`config.mk`:
```
export PLATFORM = sky130hd
export DESIGN_NAME = fp_mul_scheduler_flat
export DESIGN_NICKNAME = d
export VERILOG_FILES = /design/src/rtl/fp_mul_scheduler_if.sv /design/src/rtl/fp_mul_scheduler.sv /design/src/flat_wrapper.sv
export SDC_FILE = /design/constraint.sdc
export NUM_CORES = 1
export LEC_CHECK = 0
export ABC_AREA = 1
export CAP_MARGIN = 20
export CELL_PAD_IN_SITES_DETAIL_PLACEMENT = 0
export CELL_PAD_IN_SITES_GLOBAL_PLACEMENT = 2
export CORE_MARGIN = 2
export CORE_UTILIZATION = 16
export CTS_CLUSTER_DIAMETER = 150
export DETAILED_ROUTE_END_ITERATION = 10
export MAX_ROUTING_LAYER = met4
export PLACE_DENSITY_LB_ADDON = 0.1
export SETUP_SLACK_MARGIN = 0.2
export SYNTH_ARGS = -nofsm -noshare
export SYNTH_HDL_FRONTEND = slang
export SYNTH_SLANG_ARGS = --single-unit
```
`constraint.sdc`:
```
create_clock -name clk -period 2.34 [get_ports clk]
set_input_delay 0.468 -clock clk [delete_from_list [all_inputs] [get_ports clk]]
set_output_delay 0.468 -clock clk [all_outputs]
set_load 0.01 [all_outputs]
```
`src/rtl/fp_mul_scheduler_if.sv`:
```
// Requester-side bus of the FP multiplier scheduler.
// Carries operand requests, grants and the response strobe/data.
interface fp_mul_scheduler_if #(
  parameter int NUM_REQ = 4
);
  logic [NUM_REQ-1:0]    req_valid;
  logic [NUM_REQ*32-1:0] req_a;
  logic [NUM_REQ*32-1:0] req_b;
  logic [NUM_REQ-1:0]    req_ready;
  logic [NUM_REQ-1:0]    rsp_valid;
  logic [31:0]           rsp_data;
  logic [3:0]            rsp_flags;

  modport master (
    output req_valid, req_a, req_b,
    input  req_ready, rsp_valid,
    input  rsp_data, rsp_flags
  );

  modport slave (
    input  req_valid, req_a, req_b,
    output req_ready, rsp_valid,
    output rsp_data, rsp_flags
  );
endinterface

```
`src/rtl/fp_mul_scheduler.sv`:
```
// Round-robin scheduler sharing one pipelined FP multiplier.
// Ports: clk, rst (sync, active-high), hold, bus (requester
// side: req_valid/a/b, req_ready, rsp_valid/data/flags),
// mul_valid/mul_a/mul_b to the multiplier, mul_result/mul_flags
// back from it, idle. Optional macro FP_SCHED_PRIO_EN gives
// requester 0 fixed priority over the round-robin group.
module fp_mul_scheduler #(
  parameter int NUM_REQ     = 4,
  parameter int MUL_LATENCY = 4
) (
  input  logic        clk,
  input  logic        rst,
  input  logic        hold,
  fp_mul_scheduler_if.slave bus,
  output logic        mul_valid,
  output logic [31:0] mul_a,
  output logic [31:0] mul_b,
  input  logic [31:0] mul_result,
  input  logic [3:0]  mul_flags,
  output logic        idle
);

  localparam int IW = $clog2(NUM_REQ);

  logic [IW-1:0]          ptr;
  logic [IW-1:0]          mul_idx;
  logic [MUL_LATENCY-1:0] tag_v;
  logic [IW-1:0]          tag_idx [MUL_LATENCY];

  logic [IW:0]   pick;
  logic          fire;
  logic          upd_ptr;
  logic [IW-1:0] gnt_idx;

  // Returns {found, index}; iterating backwards lets the
  // first valid requester at or after p overwrite the rest.
  function automatic logic [IW:0] rr_pick(
    input logic [NUM_REQ-1:0] v,
    input logic [IW-1:0]      p
  );
    logic [IW:0] r;
    int          j;
    r = '0;
    for (int o = NUM_REQ - 1; o >= 0; o--) begin
      j = (int'(p) + o) % NUM_REQ;
      if (v[j]) r = {1'b1, IW'(j)};
    end
    return r;
  endfunction

`ifdef FP_SCHED_PRIO_EN
  localparam logic [NUM_REQ-1:0] HI_MASK = ~NUM_REQ'(1);

  always_comb begin
    pick = '0;
    if (bus.req_valid[0])
      pick = {1'b1, IW'(0)};
    else
      pick = rr_pick(bus.req_valid & HI_MASK, ptr);
  end

  // Priority grants to requester 0 leave the pointer alone.
  assign upd_ptr = fire && (gnt_idx != '0);
`else
  always_comb begin
    pick = rr_pick(bus.req_valid, ptr);
  end

  assign upd_ptr = fire;
`endif

  assign fire    = pick[IW] && !hold && !rst;
  assign gnt_idx = pick[IW-1:0];

  always_comb begin
    bus.req_ready = '0;
    if (fire) bus.req_ready[gnt_idx] = 1'b1;
  end

  always_ff @(posedge clk) begin
    if (rst) begin
      ptr       <= '0;
      mul_valid <= 1'b0;
      mul_a     <= '0;
      mul_b     <= '0;
      mul_idx   <= '0;
    end else begin
      mul_valid <= fire;
      if (fire) begin
        mul_a   <= bus.req_a[{gnt_idx, 5'b0} +: 32];
        mul_b   <= bus.req_b[{gnt_idx, 5'b0} +: 32];
        mul_idx <= gnt_idx;
      end
      if (upd_ptr) begin
        if (gnt_idx == IW'(NUM_REQ - 1))
          ptr <= '0;
        else
          ptr <= gnt_idx + 1'b1;
      end
    end
  end

  // Tag pipe trails mul_valid by one stage, so the last entry
  // lines up with the multiplier output MUL_LATENCY cycles on.
  always_ff @(posedge clk) begin
    if (rst) begin
      tag_v <= '0;
      for (int i = 0; i < MUL_LATENCY; i++)
        tag_idx[i] <= '0;
    end else begin
      tag_v[0]   <= mul_valid;
      tag_idx[0] <= mul_idx;
      for (int i = 1; i < MUL_LATENCY; i++) begin
        tag_v[i]   <= tag_v[i-1];
        tag_idx[i] <= tag_idx[i-1];
      end
    end
  end

  always_comb begin
    bus.rsp_valid = '0;
    if (tag_v[MUL_LATENCY-1] && !rst)
      bus.rsp_valid[tag_idx[MUL_LATENCY-1]] = 1'b1;
  end

  assign bus.rsp_data  = mul_result;
  assign bus.rsp_flags = mul_flags;

  assign idle = rst || !(mul_valid || (|tag_v));

endmodule

```
`src/flat_wrapper.sv`:
```
// flat-port wrapper written by rule: the top's interface ports become plain ports
module fp_mul_scheduler_flat 
#(
  parameter int NUM_REQ     = 4,
  parameter int MUL_LATENCY = 4
)
  (clk, rst, hold, mul_valid, mul_a, mul_b, mul_result, mul_flags, idle, bus_req_valid, bus_req_a, bus_req_b, bus_req_ready, bus_rsp_valid, bus_rsp_data, bus_rsp_flags);
  fp_mul_scheduler_if #(.NUM_REQ(NUM_REQ)) bus_i ();
  input  logic clk;
  input  logic rst;
  input  logic hold;
  output logic mul_valid;
  output logic [31:0] mul_a;
  output logic [31:0] mul_b;
  input  logic [31:0] mul_result;
  input  logic [3:0] mul_flags;
  output logic idle;
  input wire logic [$bits(bus_i.req_valid)-1:0] bus_req_valid;
  input wire logic [$bits(bus_i.req_a)-1:0] bus_req_a;
  input wire logic [$bits(bus_i.req_b)-1:0] bus_req_b;
  output wire logic [$bits(bus_i.req_ready)-1:0] bus_req_ready;
  output wire logic [$bits(bus_i.rsp_valid)-1:0] bus_rsp_valid;
  output wire logic [$bits(bus_i.rsp_data)-1:0] bus_rsp_data;
  output wire logic [$bits(bus_i.rsp_flags)-1:0] bus_rsp_flags;
  assign bus_i.req_valid = bus_req_valid;
  assign bus_i.req_a = bus_req_a;
  assign bus_i.req_b = bus_req_b;
  assign bus_req_ready = bus_i.req_ready;
  assign bus_rsp_valid = bus_i.rsp_valid;
  assign bus_rsp_data = bus_i.rsp_data;
  assign bus_rsp_flags = bus_i.rsp_flags;
  fp_mul_scheduler #(.NUM_REQ(NUM_REQ), .MUL_LATENCY(MUL_LATENCY)) u_core (.clk(clk), .rst(rst), .hold(hold), .bus(bus_i), .mul_valid(mul_valid), .mul_a(mul_a), .mul_b(mul_b), .mul_result(mul_result), .mul_flags(mul_flags), .idle(idle));
endmodule
```
# --- Word-level counts from Yosys, hierarchy flattened ---
# Memories as Yosys holds them, arrays and structs flattened.
# Index checks and enable logic that the tools add are counted.
op_classes:
  n_addsub: 4
  magnitude_cmp: 8
  eq_ne: 1
  shifts: 2
  mux: 29
  n_bitwise: 7
  reduce_logical: 14
op_table:
  columns: ["operator", "n"]
  rows:
  - ["indexed part select 128 x 8 -> 32 bit", 2]
  - ["< comparator 3 x 4 -> 1 bit, second input constant", 3]
  - ["2-to-1 mux 1 bit", 12]
  - ["2-to-1 mux 3 bit", 4]
  - ["2-to-1 mux 2 bit", 5]
  - ["< comparator 2 x 3 -> 1 bit, second input constant", 3]
  - ["binary-select mux 1 bit (select 2 bit)", 4]
  - ["2-to-1 mux 4 bit", 2]
  - ["OR reduction 2 bit", 3]
  - ["logical AND 1 bit", 5]
  - ["adder 2 x 1 -> 2 bit, second input constant", 2]
  - ["adder 2 bit, second input constant", 2]
  - ["demux 1 bit (select 2 bit)", 2]
  - ["greater-or-equal comparator 2 x 1 -> 1 bit, second input constant", 2]
  - ["OR 1 bit", 4]
  - ["OR reduction 4 bit", 1]
  - ["AND 1 bit, first input constant", 3]
  - ["zero test 1 bit", 3]
  - ["equality test 2 bit, second input constant", 1]
  - ["logical OR 1 bit", 2]
word_totals:
  register_bits: 73
  ram_bits: 8
  inputBits: 299
  output_inout_bits: 110
  elab_cells: 72
  mem_count: 1
mem_list:
  columns: ["memory", "words", "word_bits", "rd", "rd_ports_with_merged_regs", "wr", "line", "rtl"]
  rows:
  - ["u_core.tag_idx", 4, 2, 4, 0, 4, "fp_mul_scheduler.sv:28", "logic [IW-1:0] tag_idx [MUL_LATENCY];"]

# --- Depth between registers and ports, before layout ---
depth:
  word_depth: 15
  ltp_mapped: 17
  depth_no_buf: 15

# --- Worst setup path after synthesis ---
# No wires, ideal clock.
synth_path:
  path_kind: "register to output"
  from: "reg u_core.ptr[0]"
  to: "out bus_req_ready[3]"
  arrival_time_ns: 1.667
  t_required_ns: 1.872
  setup_slack_ns: 0.205
  stages_incl_launch_ff: 15
  n_path_buf: 2
  cell_sequence: "dfxtp_1 > buf_4 > inv_4 > nand2_1 > nand2_1 > nand2_1 > nand2_1 > nand3_1 > nand2_1 > nand2_1 > inv_1 > clkbuf_1 > ha_1 > inv_1 > nor2_1"
synth_via:
  elab_chain_cells: 13
  elab_cells_between_ends: 26
  cone_classes: "add/sub (3); order compare (2); mux (18); reduce/logical (3)"
synth_lines:
  columns: ["element", "line", "rtl"]
  rows:
  - ["start: declaration", "fp_mul_scheduler.sv:25", "logic [IW-1:0] ptr;"]
  - ["start signal: assignment", "fp_mul_scheduler.sv:98", "ptr <= gnt_idx + 1'b1;"]
  - ["adder 2 bit", "fp_mul_scheduler.sv:45", "j = (int'(p) + o) % NUM_REQ;"]
  - ["binary-select mux 1 bit (select 2 bit)", "fp_mul_scheduler.sv:46", "if (v[j]) r = {1'b1, IW'(j)};"]
  - ["2-to-1 mux 1 bit (implied by the code) (2 in series)", "fp_mul_scheduler.sv:46", null]
  - ["2-to-1 mux 3 bit (3 in series)", "fp_mul_scheduler.sv:46", null]
  - ["2-to-1 mux 3 bit (*)", "fp_mul_scheduler.sv:46", null]
  - ["< comparator 2 x 3 -> 1 bit (implied by the code) or greater-or-equal comparator 2 x 1 -> 1 bit (tied branches)", "fp_mul_scheduler.sv:77", "if (fire) bus.req_ready[gnt_idx] = 1'b1;"]
  - ["logical AND 1 bit (implied by the code)", "fp_mul_scheduler.sv:77", null]
  - ["2-to-1 mux 1 bit (implied by the code)", "fp_mul_scheduler.sv:77", null]
  - ["demux 1 bit (select 2 bit)", null, null]
  - ["2-to-1 mux 4 bit (*)", "fp_mul_scheduler.sv:77", null]
  - ["end: declaration", "flat_wrapper.sv:21", "output wire logic [$bits(bus_i.req_ready)-1:0] bus_req_ready;"]
# Mark *: on every way between the ends. The rest lies on a longest branch, timed or not. The select of a mux whose other input is x is not followed.

# --- Final worst setup path ---
# Ends and elaborated chain as after synthesis.

==> metrics.cfg <==
[outcome]
status = finished with violations
violations = setup timing

[floorplan]
core-area_mm2 = 0.0335
die_h_um = 188
die_x_um = 188
rows = 67
start_util_pct = 16.2
dieArea_mm2 = 0.0355
pin_count = 409

[cts]
htreeDepth = 3
postCtsHoldBufs = 0
cts_root_buffer = clkbuf_16
cts_tree = built
clk_latency_ns = 0.35
path_clk_slew_ns = 0.07
clock_sink_count = 81
clockBufferDepth = 2
numCtsBuffers = 9

[layout]
final_core_util_pct = 29.7
final_area_mm2 = 0.00996
finalNetCount = 1462
multi_input_area_mm2 = 0.00326
syn2layout_area_growth_pct = 83.1
regArea_mm2 = 0.00163
num-fill-cells = 3697
drive_gt1_share_pct = 11.3

[global_route]
gr-usage-met3_pct = 5.40
grt_pass1_wl_mm = 44.9
grt_max_degree = 78
grt_usage_pct = 17.0
grt-ovfl-total = 0
grt.met1_usage_pct = 20.7
top_usage_layer = met2
antenna_found_initial = 2
globalRouteMet2Util_pct = 27.2
grt_pass1_vias = 7335

[placement]
hpwl_mm = 19.8
portBuffers = 336
placedInstanceArea_mm2 = 0.00898
pre_cts_ws_ns = -0.700
gp_congestion = 0.787

[synthesis]
syn_avg_cell_area_um2 = 6.17
synth_top_area_share_pct = 36.0
syn_area_mm2 = 0.00544
synth_edf_count = 0
yosysTopAreaCell = nand3_1
yosysSeqAreaShare_pct = 29.8
synthCells = 881
ys.flop_type = dfxtp_1
synth_fp_nets = 1181
synthArstFlopShare_pct = 0
synth_area_leaders = nand3_1 36%, dfxtp_1 30%, nand2_1 16%
ys_types = 19
yosys_warnings = 0
synth-seq-cells = 81

[power_and_ir_drop]
seq_power_share_pct = 22.4
p_clk_share_pct = 19.6
internal_power_uw = 4780
p_per_area_mw_per_mm2 = 830
finalPower_uw = 8260
ir_worst_vdd_v = 0.000360
p_comb_share_pct = 58.0
p_sw_share_pct = 42.2
total_leakage_power_uw = 0.00419
switching_power_uw = 3480

[routing]
vias_per_cell = 4.36
drtPass1Iterations = 4
detail_route.iter0.violations = 289
drc = 0
wl_mm = 31.4
ant_nets = 0
drt-wirelength-per-cell_um = 19.4
dr_total_vias = 7043

[sta]
rsz0062_at_grt = true
fin_ws_ns = -0.0568
period_share_pct = 102
relSlewSlack_pct = 42.5
report.final.slew_viol_count = 0
max_clock_freq_mhz = 417
finalHoldViolCount = 0
worstMarginPinSlew_ns = 0.862
finalSetupViolations = 4
min_period_ns = 2.40
fin_skew_ns = 0.00936

[worst_hold_path]
worstHoldPathType = flop to flop

[worst_setup_path]
path_max_fanout = 8
criticalPathCategory = flop to output port
cp.required_ns = 1.87
r2r_slack_ns = 0.04
arrival_ns = 1.93
crit_path_start_kind = flop
crit_path_end_kind = output port

[run]
maxCapViolCount = 0

power groups by stage:
| stage | logic, uW | clock network [uW] | registers, uW |
|---|---|---|---|
| finish | 4790 | 1620 | 1850 |
| global route | 5290 | 1750 | 1890 |
| CTS | 4510 | 1710 | 1850 |
| detailed placement | 4210 | 0 | 1870 |
| global placement | 4270 | 0 | 1870 |
| floorplan | 2310 | 0 | 2000 |
cell families after synthesis:
logic type               share of synthesized area, %
buffers and inverters                            15.4
flip-flops                                       29.8
AO/OA/AOI/OAI                                   0.598
AND/OR/NAND/NOR                                  53.9
adder cells (fa/ha/maj)                         0.230
path summary, 6_finish.rpt:
check	cells after the start	start	end
max	16	u_core.ptr[0]$_SDFFE_PP0P_	bus_req_ready[3]
min reg2reg	2	u_core.tag_idx[1][0]$_SDFF_PP0_	u_core.tag_idx[2][0]$_SDFF_PP0_
min	2	u_core.tag_idx[1][0]$_SDFF_PP0_	u_core.tag_idx[2][0]$_SDFF_PP0_
max reg2reg	16	u_core.ptr[0]$_SDFFE_PP0P_	u_core.mul_a[14]$_SDFFE_PP0P_
cell usage after synthesis (2+ instances only):
cell      number
nand2_1      227
nand2_2        2
inv_2          4
clkbuf_1      15
buf_6         11
dfxtp_1       81
inv_1         25
buf_1          7
a21oi_1        3
buf_4         43
nor2_1        23
buf_2         39
nor3_1         5
nand3_1      391
sequential cells by signal, summed over array words and instances (netlist names):
name / count
u_core.mul_a: 32
u_core.mul_idx: 2
u_core.tag_v: 4
u_core.mul_b: 32
u_core.mul_valid: 1
u_core.tag_idx: 8
u_core.ptr: 2
area by class of cell:
type | count | share of cell area, %
Sequential cell | 81 | 16.3
Antenna cell | 2 | 0.0503
Multi-Input combinational cell | 655 | 32.8
Tap cell | 448 | 5.63
Clock buffer | 10 | 2.40
Clock inverter | 6 | 0.905
Inverter | 30 | 1.38
Timing Repair Buffer | 385 | 40.5
worst max-delay path: stages, from the launching register on:
cell and delay, ns:
dfxtp_2 0.33, buf_12 0.14, inv_12 0.09, nand2_4 0.05
nand2_4 0.07, nand2_4 0.06, nand2_4 0.10, inv_2 0.05
nand2_2 0.05, nand2_2 0.06, nand2_4 0.08, nand2_4 0.07
inv_4 0.07, ha_4 0.12, inv_2 0.04, nor2_4 0.09
buf_6 0.11
per-stage QoR:
step	cells	TNS [ns]	hold WS, ns
finish	1617	-0.141	0.399
global route	1617	-3.57	0.417
CTS	1604	-2.69	0.399
detailed placement	1581	-44.96	0.392
floorplan	881	0	0.388
global placement	1581	-45.00	0.390
layout by cell type (no fill, tap or decap), types with 2 or more instances in the layout:
| master | instances |
|---|---|
| a21oi_1 | 3 |
| buf_12 | 6 |
| buf_16 | 6 |
| buf_2 | 2 |
| buf_4 | 26 |
| buf_6 | 6 |
| bufinv_16 | 2 |
| clkbuf_16 | 14 |
| clkbuf_2 | 3 |
| clkdlybuf4s50_1 | 323 |
| dfxtp_1 | 79 |
| diode_2 | 2 |
| dlygate4sd2_1 | 4 |
| inv_1 | 19 |
| inv_2 | 5 |
| inv_4 | 5 |
| nand2_1 | 199 |
| nand2_2 | 11 |
| nand2_4 | 19 |
| nand3_1 | 385 |
| nand3_2 | 4 |
| nand3_4 | 2 |
| nor2_1 | 17 |
| nor2_2 | 2 |
| nor2_4 | 4 |
| nor3_1 | 3 |
layer usage:
layer  wire [um]  part of all wire (%)
met4         563                   1.8
met2       14500                    46
met5           0                     0
met3        2570                   8.2
met1       13800                    44
what timing repair did:
item / 4_1_cts / 5_1_grt
endpoints found under the setup margin: 77 / 74
resized for setup: 82 / 69
pin swaps: 16 / 17
cloned: 2 / 5
setup buffers: 5 / 6
No activity file was read; power rests on OpenSTA's default activity.
